<file path="src/rtl/fft_frame_sequencer_if.sv">
// Bus bundle between the frame sequencer, the sample FIFO read port and the
// FFT Avalon-ST sink. The master side is the sequencer.
interface fft_frame_sequencer_if #(
  parameter int DW = 32,
  parameter int CW = 10
);
  logic [CW-1:0] fifo_usedw;
  logic [DW-1:0] fifo_q;
  logic          fifo_rdreq;
  logic          sink_ready;
  logic          sink_valid;
  logic          sink_sop;
  logic          sink_eop;
  logic [DW-1:0] sink_real;

  modport master (
    input  fifo_usedw, fifo_q, sink_ready,
    output fifo_rdreq, sink_valid, sink_sop, sink_eop, sink_real
  );

  modport slave (
    output fifo_usedw, fifo_q, sink_ready,
    input  fifo_rdreq, sink_valid, sink_sop, sink_eop, sink_real
  );
endinterface

</file>
<file path="src/rtl/fft_frame_sequencer.sv">
// Frame sequencer: waits for N samples in the FIFO, then streams them into
// the FFT sink with sop/eop framing. A 2-entry skid buffer absorbs the
// one-cycle FIFO read latency under sink_ready backpressure. Also keeps
// wrap-around counters of frames accepted by and emitted from the FFT.
module fft_frame_sequencer #(
  parameter int N  = 512,
  parameter int DW = 32,
  parameter int CW = 10
) (
  input  logic                   clk,
  input  logic                   rst,
  input  logic                   i_start,
  input  logic                   i_cont_en,
  input  logic                   i_source_valid,
  input  logic                   i_source_eop,
  output logic                   o_busy,
  output logic [15:0]            o_in_frames,
  output logic [15:0]            o_out_frames,
  output logic                   o_underflow,
  fft_frame_sequencer_if.master  bus
);

  localparam logic [CW-1:0] N_C    = CW'(N);
  localparam logic [CW-1:0] LAST_C = CW'(N - 1);

  typedef enum logic [1:0] {
    S_IDLE      = 2'd0,
    S_WAIT_FILL = 2'd1,
    S_STREAM    = 2'd2
  } state_t;

  state_t        r_state;
  state_t        w_state_nxt;
  logic [CW-1:0] r_rd_cnt;
  logic [CW-1:0] r_tx_cnt;
  logic          r_inflight;
  logic [1:0]    r_buf_cnt;
  logic [DW-1:0] r_buf0;
  logic [DW-1:0] r_buf1;
  logic [15:0]   r_in_frames;
  logic [15:0]   r_out_frames;
  logic          r_underflow;

  logic          w_valid;
  logic          w_accept;
  logic          w_eop_accept;
  logic [1:0]    w_occ_after;
  logic          w_rd_want;
  logic          w_rdreq;

  // Occupancy after this cycle's pop, counting the read already in flight;
  // a new read is only allowed if it still leaves room for its data.
  assign w_valid      = (r_buf_cnt != 2'd0);
  assign w_accept     = w_valid & bus.sink_ready;
  assign w_eop_accept = w_accept & (r_tx_cnt == LAST_C);
  assign w_occ_after  = r_buf_cnt - {1'b0, w_accept} + {1'b0, r_inflight};
  assign w_rd_want    = (r_state == S_STREAM) & (r_rd_cnt < N_C) & (w_occ_after < 2'd2);
  assign w_rdreq      = w_rd_want & (bus.fifo_usedw != {CW{1'b0}});

  assign bus.fifo_rdreq = w_rdreq;
  assign bus.sink_valid = w_valid;
  assign bus.sink_real  = r_buf0;
  assign bus.sink_sop   = w_valid & (r_tx_cnt == {CW{1'b0}});
  assign bus.sink_eop   = w_valid & (r_tx_cnt == LAST_C);

  assign o_busy       = (r_state != S_IDLE);
  assign o_in_frames  = r_in_frames;
  assign o_out_frames = r_out_frames;
  assign o_underflow  = r_underflow;

  // State register.
  always_ff @(posedge clk) begin
    if (rst) begin
      r_state <= S_IDLE;
    end else begin
      r_state <= w_state_nxt;
    end
  end

  // Next-state logic; cont_en is sampled at the eop accept to pick the loop.
  always_comb begin
    w_state_nxt = r_state;
    case (r_state)
      S_IDLE: begin
        if (i_start | i_cont_en) w_state_nxt = S_WAIT_FILL;
        else                     w_state_nxt = S_IDLE;
      end
      S_WAIT_FILL: begin
        if (bus.fifo_usedw >= N_C) w_state_nxt = S_STREAM;
        else                       w_state_nxt = S_WAIT_FILL;
      end
      S_STREAM: begin
        if (w_eop_accept) w_state_nxt = i_cont_en ? S_WAIT_FILL : S_IDLE;
        else              w_state_nxt = S_STREAM;
      end
      default: w_state_nxt = S_IDLE;
    endcase
  end

  // Per-frame read and accept counters, cleared together at the eop accept.
  always_ff @(posedge clk) begin
    if (rst) begin
      r_rd_cnt   <= {CW{1'b0}};
      r_tx_cnt   <= {CW{1'b0}};
      r_inflight <= 1'b0;
    end else begin
      r_inflight <= w_rdreq;
      if (w_eop_accept) begin
        r_rd_cnt <= {CW{1'b0}};
        r_tx_cnt <= {CW{1'b0}};
      end else begin
        if (w_rdreq)  r_rd_cnt <= r_rd_cnt + {{(CW-1){1'b0}}, 1'b1};
        if (w_accept) r_tx_cnt <= r_tx_cnt + {{(CW-1){1'b0}}, 1'b1};
      end
    end
  end

  // Two-entry buffer: r_buf0 is the head; pushes come from last cycle's read.
  always_ff @(posedge clk) begin
    if (rst) begin
      r_buf_cnt <= 2'd0;
      r_buf0    <= {DW{1'b0}};
      r_buf1    <= {DW{1'b0}};
    end else begin
      case ({r_inflight, w_accept})
        2'b10: begin
          if (r_buf_cnt == 2'd0) r_buf0 <= bus.fifo_q;
          else                   r_buf1 <= bus.fifo_q;
          r_buf_cnt <= r_buf_cnt + 2'd1;
        end
        2'b01: begin
          r_buf0    <= r_buf1;
          r_buf_cnt <= r_buf_cnt - 2'd1;
        end
        2'b11: begin
          if (r_buf_cnt == 2'd1) begin
            r_buf0 <= bus.fifo_q;
          end else begin
            r_buf0 <= r_buf1;
            r_buf1 <= bus.fifo_q;
          end
        end
        default: r_buf_cnt <= r_buf_cnt;
      endcase
    end
  end

  // Frame statistics and the sticky underflow flag.
  always_ff @(posedge clk) begin
    if (rst) begin
      r_in_frames  <= 16'd0;
      r_out_frames <= 16'd0;
      r_underflow  <= 1'b0;
    end else begin
      if (w_eop_accept) r_in_frames <= r_in_frames + 16'd1;
      if (i_source_valid & i_source_eop) r_out_frames <= r_out_frames + 16'd1;
      if (w_rd_want & (bus.fifo_usedw == {CW{1'b0}})) r_underflow <= 1'b1;
    end
  end

endmodule

</file>
<file path="src/flat_wrapper.sv">
// flat-port wrapper written by rule: the top's interface ports become plain ports
module fft_frame_sequencer_flat 
#(
  parameter int N  = 512,
  parameter int DW = 32,
  parameter int CW = 10
)
  (clk, rst, i_start, i_cont_en, i_source_valid, i_source_eop, o_busy, o_in_frames, o_out_frames, o_underflow, bus_fifo_usedw, bus_fifo_q, bus_sink_ready, bus_fifo_rdreq, bus_sink_valid, bus_sink_sop, bus_sink_eop, bus_sink_real);
  fft_frame_sequencer_if #(.DW(DW), .CW(CW)) bus_i ();
  input  logic clk;
  input  logic rst;
  input  logic i_start;
  input  logic i_cont_en;
  input  logic i_source_valid;
  input  logic i_source_eop;
  output logic o_busy;
  output logic [15:0] o_in_frames;
  output logic [15:0] o_out_frames;
  output logic o_underflow;
  input wire logic [$bits(bus_i.fifo_usedw)-1:0] bus_fifo_usedw;
  input wire logic [$bits(bus_i.fifo_q)-1:0] bus_fifo_q;
  input wire logic [$bits(bus_i.sink_ready)-1:0] bus_sink_ready;
  output wire logic [$bits(bus_i.fifo_rdreq)-1:0] bus_fifo_rdreq;
  output wire logic [$bits(bus_i.sink_valid)-1:0] bus_sink_valid;
  output wire logic [$bits(bus_i.sink_sop)-1:0] bus_sink_sop;
  output wire logic [$bits(bus_i.sink_eop)-1:0] bus_sink_eop;
  output wire logic [$bits(bus_i.sink_real)-1:0] bus_sink_real;
  assign bus_i.fifo_usedw = bus_fifo_usedw;
  assign bus_i.fifo_q = bus_fifo_q;
  assign bus_i.sink_ready = bus_sink_ready;
  assign bus_fifo_rdreq = bus_i.fifo_rdreq;
  assign bus_sink_valid = bus_i.sink_valid;
  assign bus_sink_sop = bus_i.sink_sop;
  assign bus_sink_eop = bus_i.sink_eop;
  assign bus_sink_real = bus_i.sink_real;
  fft_frame_sequencer #(.N(N), .DW(DW), .CW(CW)) u_core (.clk(clk), .rst(rst), .i_start(i_start), .i_cont_en(i_cont_en), .i_source_valid(i_source_valid), .i_source_eop(i_source_eop), .o_busy(o_busy), .o_in_frames(o_in_frames), .o_out_frames(o_out_frames), .o_underflow(o_underflow), .bus(bus_i));
endmodule
</file>
<file path="config.mk">
export PLATFORM = sky130hd
export DESIGN_NAME = fft_frame_sequencer_flat
export DESIGN_NICKNAME = d
export VERILOG_FILES = /design/src/rtl/fft_frame_sequencer_if.sv /design/src/rtl/fft_frame_sequencer.sv /design/src/flat_wrapper.sv
export SDC_FILE = /design/constraint.sdc
export NUM_CORES = 1
export LEC_CHECK = 0
export ABC_AREA = 1
export BUFFER_PORTS_ARGS = -buffer_cell sky130_fd_sc_hd__clkbuf_2
export CAP_MARGIN = 20
export CORE_AREA = 2 2 126 128
export DETAILED_ROUTE_END_ITERATION = 7
export DIE_AREA = 0 0 128 130
export PLACE_DENSITY = 0.68
export SKIP_LAST_GASP = 1
export SYNTH_ARGS = -nofsm -noshare
export SYNTH_HDL_FRONTEND = slang
export SYNTH_SLANG_ARGS = --single-unit
</file>
<file path="constraint.sdc">
create_clock -name clk -period 2.5 [get_ports clk]
set_input_delay 0.5 -clock clk [delete_from_list [all_inputs] [get_ports clk]]
set_output_delay 0.5 -clock clk [all_outputs]
set_load 0.02 [all_outputs]
</file>
Word-level counts from Yosys, hierarchy flattened --
Cells that the tools add are included.
Cells by class: bitwise logic cells 10, add/subtract/negate cells 8, mux-type cells 12, $lt $le $gt $ge 3, equality and inequality tests 10, reductions and logical operators 13
Operator list (count):
- 32-bit two-way mux | 4
- 32-bit one-hot mux with 3 select lines | 1
- 32-bit one-hot mux with 2 select lines | 1
- 16-bit by 1-bit adder with 16-bit output (second input constant) | 2
- 10-bit by 1-bit adder with 10-bit output (second input constant) | 2
- 10-bit zero test | 2
- 10-bit by 9-bit equality test with 1-bit output (second input constant) | 1
- 10-bit >= comparator (second input constant) | 1
- 10-bit < comparator (second input constant) | 1
- 10-bit nonzero test | 1
- 1-bit bitwise AND | 9
- 2-bit nonzero test | 4
- 2-bit by 1-bit equality test with 1-bit output (second input constant) | 3
- 2-bit equality test (second input constant) | 3
- 2-bit one-hot mux with 3 select lines | 1
- 2-bit zero test | 2
- 2-bit two-way mux | 2
- 2-bit != test (second input constant) | 2
- 2-bit one-hot mux with 2 select lines | 1
- 3-bit AND reduction | 1
- 3-bit nonzero test | 1
- 2-bit by 1-bit adder with 2-bit output | 1
- 2-bit by 1-bit adder with 2-bit output (second input constant) | 1
- 2-bit < comparator (second input constant) | 1
- 7 further kinds | 8
Word-level totals: register bits 122

Logic depth before layout (Yosys ltp) --
word-level depth 7, mapped depth 14

Least setup slack after synthesis --
No wires, ideal clock.
kind flip-flop to output port, start register u_core.r_buf_cnt[0], end output bus_fifo_rdreq, setup slack 0.156 ns, buffers on the path 1, cell stages (with the launch flop) 12, arrival time 1.844 ns, cell sequence dfxtp_1 -> inv_1 -> ha_1 -> inv_2 -> nand2_2 -> ha_1 -> inv_1 -> nand2_1 -> nand3_1 -> nand3b_1 -> nor2_1 -> buf_4
Between the ends: cells in the longest elaborated chain, start to end 7
RTL lines:
- start: declaration | RTL line fft_frame_sequencer.sv:37 | logic [1:0] r_buf_cnt;
- start signal: assignment | RTL line fft_frame_sequencer.sv:129 | r_buf_cnt <= r_buf_cnt + 2'd1;
- start signal: assignment | RTL line fft_frame_sequencer.sv:133 | r_buf_cnt <= r_buf_cnt - 2'd1;
- start signal: assignment | RTL line fft_frame_sequencer.sv:143 | default: r_buf_cnt <= r_buf_cnt;
- 2-bit nonzero test | RTL line fft_frame_sequencer.sv:53 | assign w_valid = (r_buf_cnt != 2'd0);
- named net bus_sink_valid | RTL line flat_wrapper.sv:24 | output wire logic [$bits(bus_i.sink_valid)-1:0] bus_sink_valid;
- 1-bit bitwise AND | RTL line fft_frame_sequencer.sv:54 | assign w_accept = w_valid & bus.sink_ready;
- 2-bit by 1-bit subtractor with 2-bit output | RTL line fft_frame_sequencer.sv:56 | assign w_occ_after = r_buf_cnt - {1'b0, w_accept} + {1'b0, r_inflight};
- 2-bit by 1-bit adder with 2-bit output | RTL line fft_frame_sequencer.sv:56
- 2-bit < comparator | RTL line fft_frame_sequencer.sv:57 | assign w_rd_want = (r_state == S_STREAM) & (r_rd_cnt < N_C) & (w_occ_after < 2'd2);
- 1-bit bitwise AND | RTL line fft_frame_sequencer.sv:57
- 1-bit bitwise AND | RTL line fft_frame_sequencer.sv:58 | assign w_rdreq = w_rd_want & (bus.fifo_usedw != {CW{1'b0}});
- end: declaration | RTL line flat_wrapper.sv:23 | output wire logic [$bits(bus_i.fifo_rdreq)-1:0] bus_fifo_rdreq;
The timed path passes the listed nets, and every way through them passes these cells.

Final worst setup path --
start register u_core.r_buf_cnt[1], end output bus_fifo_rdreq
Between the ends: cells in the longest elaborated chain, start to end 7
RTL lines:
- 2-bit nonzero test | RTL line fft_frame_sequencer.sv:53
- 1-bit bitwise AND | RTL line fft_frame_sequencer.sv:54
- named net u_core.w_accept | RTL line fft_frame_sequencer.sv:45 | logic w_accept;
- 2-bit by 1-bit subtractor with 2-bit output | RTL line fft_frame_sequencer.sv:56
- 2-bit by 1-bit adder with 2-bit output | RTL line fft_frame_sequencer.sv:56
- 2-bit < comparator | RTL line fft_frame_sequencer.sv:57
- 1-bit bitwise AND | RTL line fft_frame_sequencer.sv:57
- 1-bit bitwise AND | RTL line fft_frame_sequencer.sv:58
The timed path passes the listed nets, and every way through them passes these cells.

==> impl_metrics.tcl <==
set metrics [dict create \
    dr.pass1.iters 6 \
    routedWlPerCell_microns 11.9 \
    die_height_microns 130 \
    ant_nets 0 \
    min_period_ps 2470 \
    cap_violations 0 \
    yosys_warnings 0 \
    max_clock_freq_ghz 0.405 \
    yosysMostFrequentCell "inv_1" \
    cts_tree "yes" \
    track_usage_pct 17.0 \
    synthArstFlopShare_pct 0 \
    fin_total_pwr_uw 6000 \
    end_kind "primary output" \
    fin_hold_ws_ps 364 \
    synth_top_area_cell "dfxtp_1" \
    htreeDepth 4 \
    muxShareOfSynthArea_pct 0 \
    grt_first_pass_wirelength_microns 22900 \
    power.leakage_uw 0.00355 \
    relSlewSlack_pct 64.3 \
    hold_viol_final 0 \
    cp_data_arrival_time_ps 1970 \
    numPortBuffers 118 \
    synth_fp_nets 895 \
    crit_type "reg2out" \
    crit_buf_inv 4 \
    ir_drop_mv 0.475 \
    syn-mean-instance-area_sq_um 7.15 \
    clock-root-buffer "clkbuf_16" \
    synth_commonest_cells "inv_1 (153), nand2_1 (131), dfxtp_1 (122)" \
    power_density_nw_per_um2 795 \
    vias 5513 \
    netlist_area_sq_um 5970 \
    area_delta_synth_final_pct 26.3 \
    synth_fa_ha_area_share_pct 2.30 \
    whs_path_depth 3 \
    synth_xor_area_share_pct 2.05 \
    synth_compound_area_share_pct 20.8 \
    crit_path_max_fanout 3 \
    synth_edf_count 0 \
    reg2reg_from "u_core.r_buf_cnt[1]" \
    outcome "completed" \
    viasPerCell 4.73 \
    min_to "u_core.r_state[0]" \
    synth-simple-area-share_pct 21.2 \
    crit_chain "inv_4 > ha_4 > buf_6 > nor2_8 > ha_4 > inv_1 > nand2_2 > nand2_2 > nand2_2 > nand3b_1 > nor2_2 > clkbuf_8" \
    cts_buffers 17 \
    r2r_cells 11 \
    crit_family "simple AND/OR/NAND/NOR gates" \
    grt_max_degree 83 \
    gp_congestion 0.846 \
    holdBufCountCts 0 \
    fin_cells 1165 \
    io_pins 119 \
    ys_types 40 \
    yosysTopAreaCellShare_pct 40.9 \
    rsz0062_at_grt "yes" \
    cpPeakStageDelay_ps 350 \
    slowest_stage "dfxtp_2" \
    nets 1020 \
    nFillCells 1532 \
    dp_cells 1123 \
    grt_pass1_vias 5028 \
    drc_errors 0 \
    antennaDiodeCount 0 \
    r2r_end "u_core.r_buf1[5]" \
    crit_top_cell "nand2_2" \
    worstMarginPinSlew_ps 531 \
    hp-class "in2reg" \
    start_util_pct 38.7 \
    synth_area_leaders "dfxtp_1 (41%), inv_1 (9.6%), nand2_1 (8.2%)" \
    clk_pin_slew_ps 50 \
    grt_antenna_before_repair 0 \
    cp-start-kind "register" \
    slew_violations 0 \
    clkLatencyLatePin_ps 410 \
    finalSetupViolations 0 \
    dpl.hpwl_microns 9220 \
    reg2reg_slack_ps 340 \
    drive_above_1_share_pct 21.7 \
    synth_seq_cells 122 \
    ys.flop_type "dfxtp_1" \
    synth_top_family_by_area "simple AND/OR/NAND/NOR gates" \
    core_area_sq_um 15400 \
    worst_ep_required_time_ps 2000 \
    die_x_microns 128 \
    clockBufferDepth 2 \
    holdCritStartpoint "i_cont_en" \
    grt_overflow 0 \
    ys_seq_area_share_pct 40.9 \
    cts_sinks 122 \
    syn_inst 835 \
    finalCritPeriodShare_pct 98.7 \
    drtIter0Drc 254 \
    row_count 46 \
    dieArea_sq_um 16600 \
    skew_ps 6.07 \
    wl_microns 13800 \
]
-- timing repair --
action | CTS | global route
setup buffers | 2 | 7
resized for setup | 11 | 11
endpoints found under the setup margin | 1 | 1
pin swaps | 1 | 9
-- flip-flops by register name, summed over array words and instances, names as in the netlist --
register and count:
u_core.bus.sink_real 32, u_core.r_buf1 32, u_core.o_in_frames 16, u_core.o_out_frames 16, u_core.r_rd_cnt 10, u_core.r_tx_cnt 10
u_core.r_buf_cnt 2, u_core.r_state 2, u_core.o_underflow 1, u_core.r_inflight 1
-- where the power goes --
part | internal (uW) | total, uW | leakage, uW | switching (uW)
registers | 2130 | 2220 | 0.000989 | 94.8
clock network | 1610 | 2450 | 0.000294 | 841
logic | 524 | 1320 | 0.00226 | 800
-- kinds of logic (layout without fill, tap and decap cells) --
logic type | count (synthesis) | after routing
xor gates and xnor gates | 14 | 14
buffers and inverters | 193 | 331
and+or+nand+nor | 274 | 274
AOI/OAI and AO/OA | 221 | 221
DFF | 122 | 122
adders and majority gates | 11 | 11
-- cells in the final DEF (no fill, tap or decap), types with 2 or more instances in the layout --
cell,netlist,layout
inv_2,8,10
nor3_1,11,11
nor2_4,2,2
clkbuf_1,15,4
nor2_1,75,74
nand2_4,2,3
o21ai_1,12,12
o21bai_1,32,32
nand2_1,131,127
o21ai_0,71,71
ha_4,0,3
inv_1,153,150
buf_12,0,4
dfxtp_2,0,2
o21a_1,2,2
clkinv_2,0,6
nor2_8,3,3
clkbuf_16,0,17
nand3_1,18,17
nor2_2,5,6
xor2_1,13,13
o22ai_1,32,32
nand2_2,4,7
clkbuf_8,0,3
dfxtp_1,122,120
ha_1,11,8
bufinv_16,0,3
inv_4,0,2
buf_4,4,13
nand3_2,2,3
a21oi_1,68,67
nand4_1,14,14
clkbuf_2,2,117
-- worst reg2reg max path, cell delays in order (launching register included) --
cell and delay [ps]:
dfxtp_2 350, inv_4 50, ha_4 170, buf_6 130
nor2_8 90, buf_4 210, ha_1 300, nand2_1 150
o211ai_4 110, buf_12 250, o21ai_0 160, a21oi_1 140
-- worst max-delay path by stage --
stage / from / to / slack (ps) / depth (start not counted)
2_1_floorplan: u_core.r_buf_cnt[0] / bus_fifo_rdreq / 160 / 11
3_3_place_gp: u_core.r_buf_cnt[0] / bus_fifo_rdreq / 190 / 11
3_5_place_dp: u_core.r_buf_cnt[0] / bus_fifo_rdreq / 190 / 11
4_1_cts: u_core.r_buf_cnt[1] / bus_fifo_rdreq / 3 / 12
5_1_grt: u_core.r_buf_cnt[1] / bus_fifo_rdreq / -110 / 12
6_report: u_core.r_buf_cnt[1] / bus_fifo_rdreq / 30 / 12
-- metal layers --
layer / track usage, % / vias to the layer above / routed length, microns
met5: 0 / - / 0
met4: 6.46 / 0 / 201
met3: 4.31 / 12 / 647
met2: 28.6 / 123 / 6280
met1: 21.1 / 2451 / 6700
li1: - / 2927 / -
-- cell type report --
| cell class | instances | area [sq um] | area share, % |
|---|---|---|---|
| Sequential cell | 122 | 2440 | 32.4 |
| Multi-Input combinational cell | 520 | 2840 | 37.7 |
| Inverter | 162 | 613 | 8.13 |
| Timing Repair Buffer | 137 | 816 | 10.8 |
| Clock inverter | 9 | 120 | 1.59 |
| Clock buffer | 23 | 468 | 6.20 |
| Tap cell | 192 | 240 | 3.18 |
-- through the flow --
step / utilization (%) / instance area [sq um] / setup TNS, ps / setup WS [ps]
after CTS: 48.2 / 7430 / 0 / 2.67
after global placement: 44.0 / 6780 / 0 / 190
after detailed placement: 44.0 / 6780 / 0 / 195
after global routing: 48.9 / 7540 / -130 / -111
final: 48.9 / 7540 / 0 / 31.5
after floorplan: - / 5970 / 0 / 156
Power figures use the tool's default switching activity.
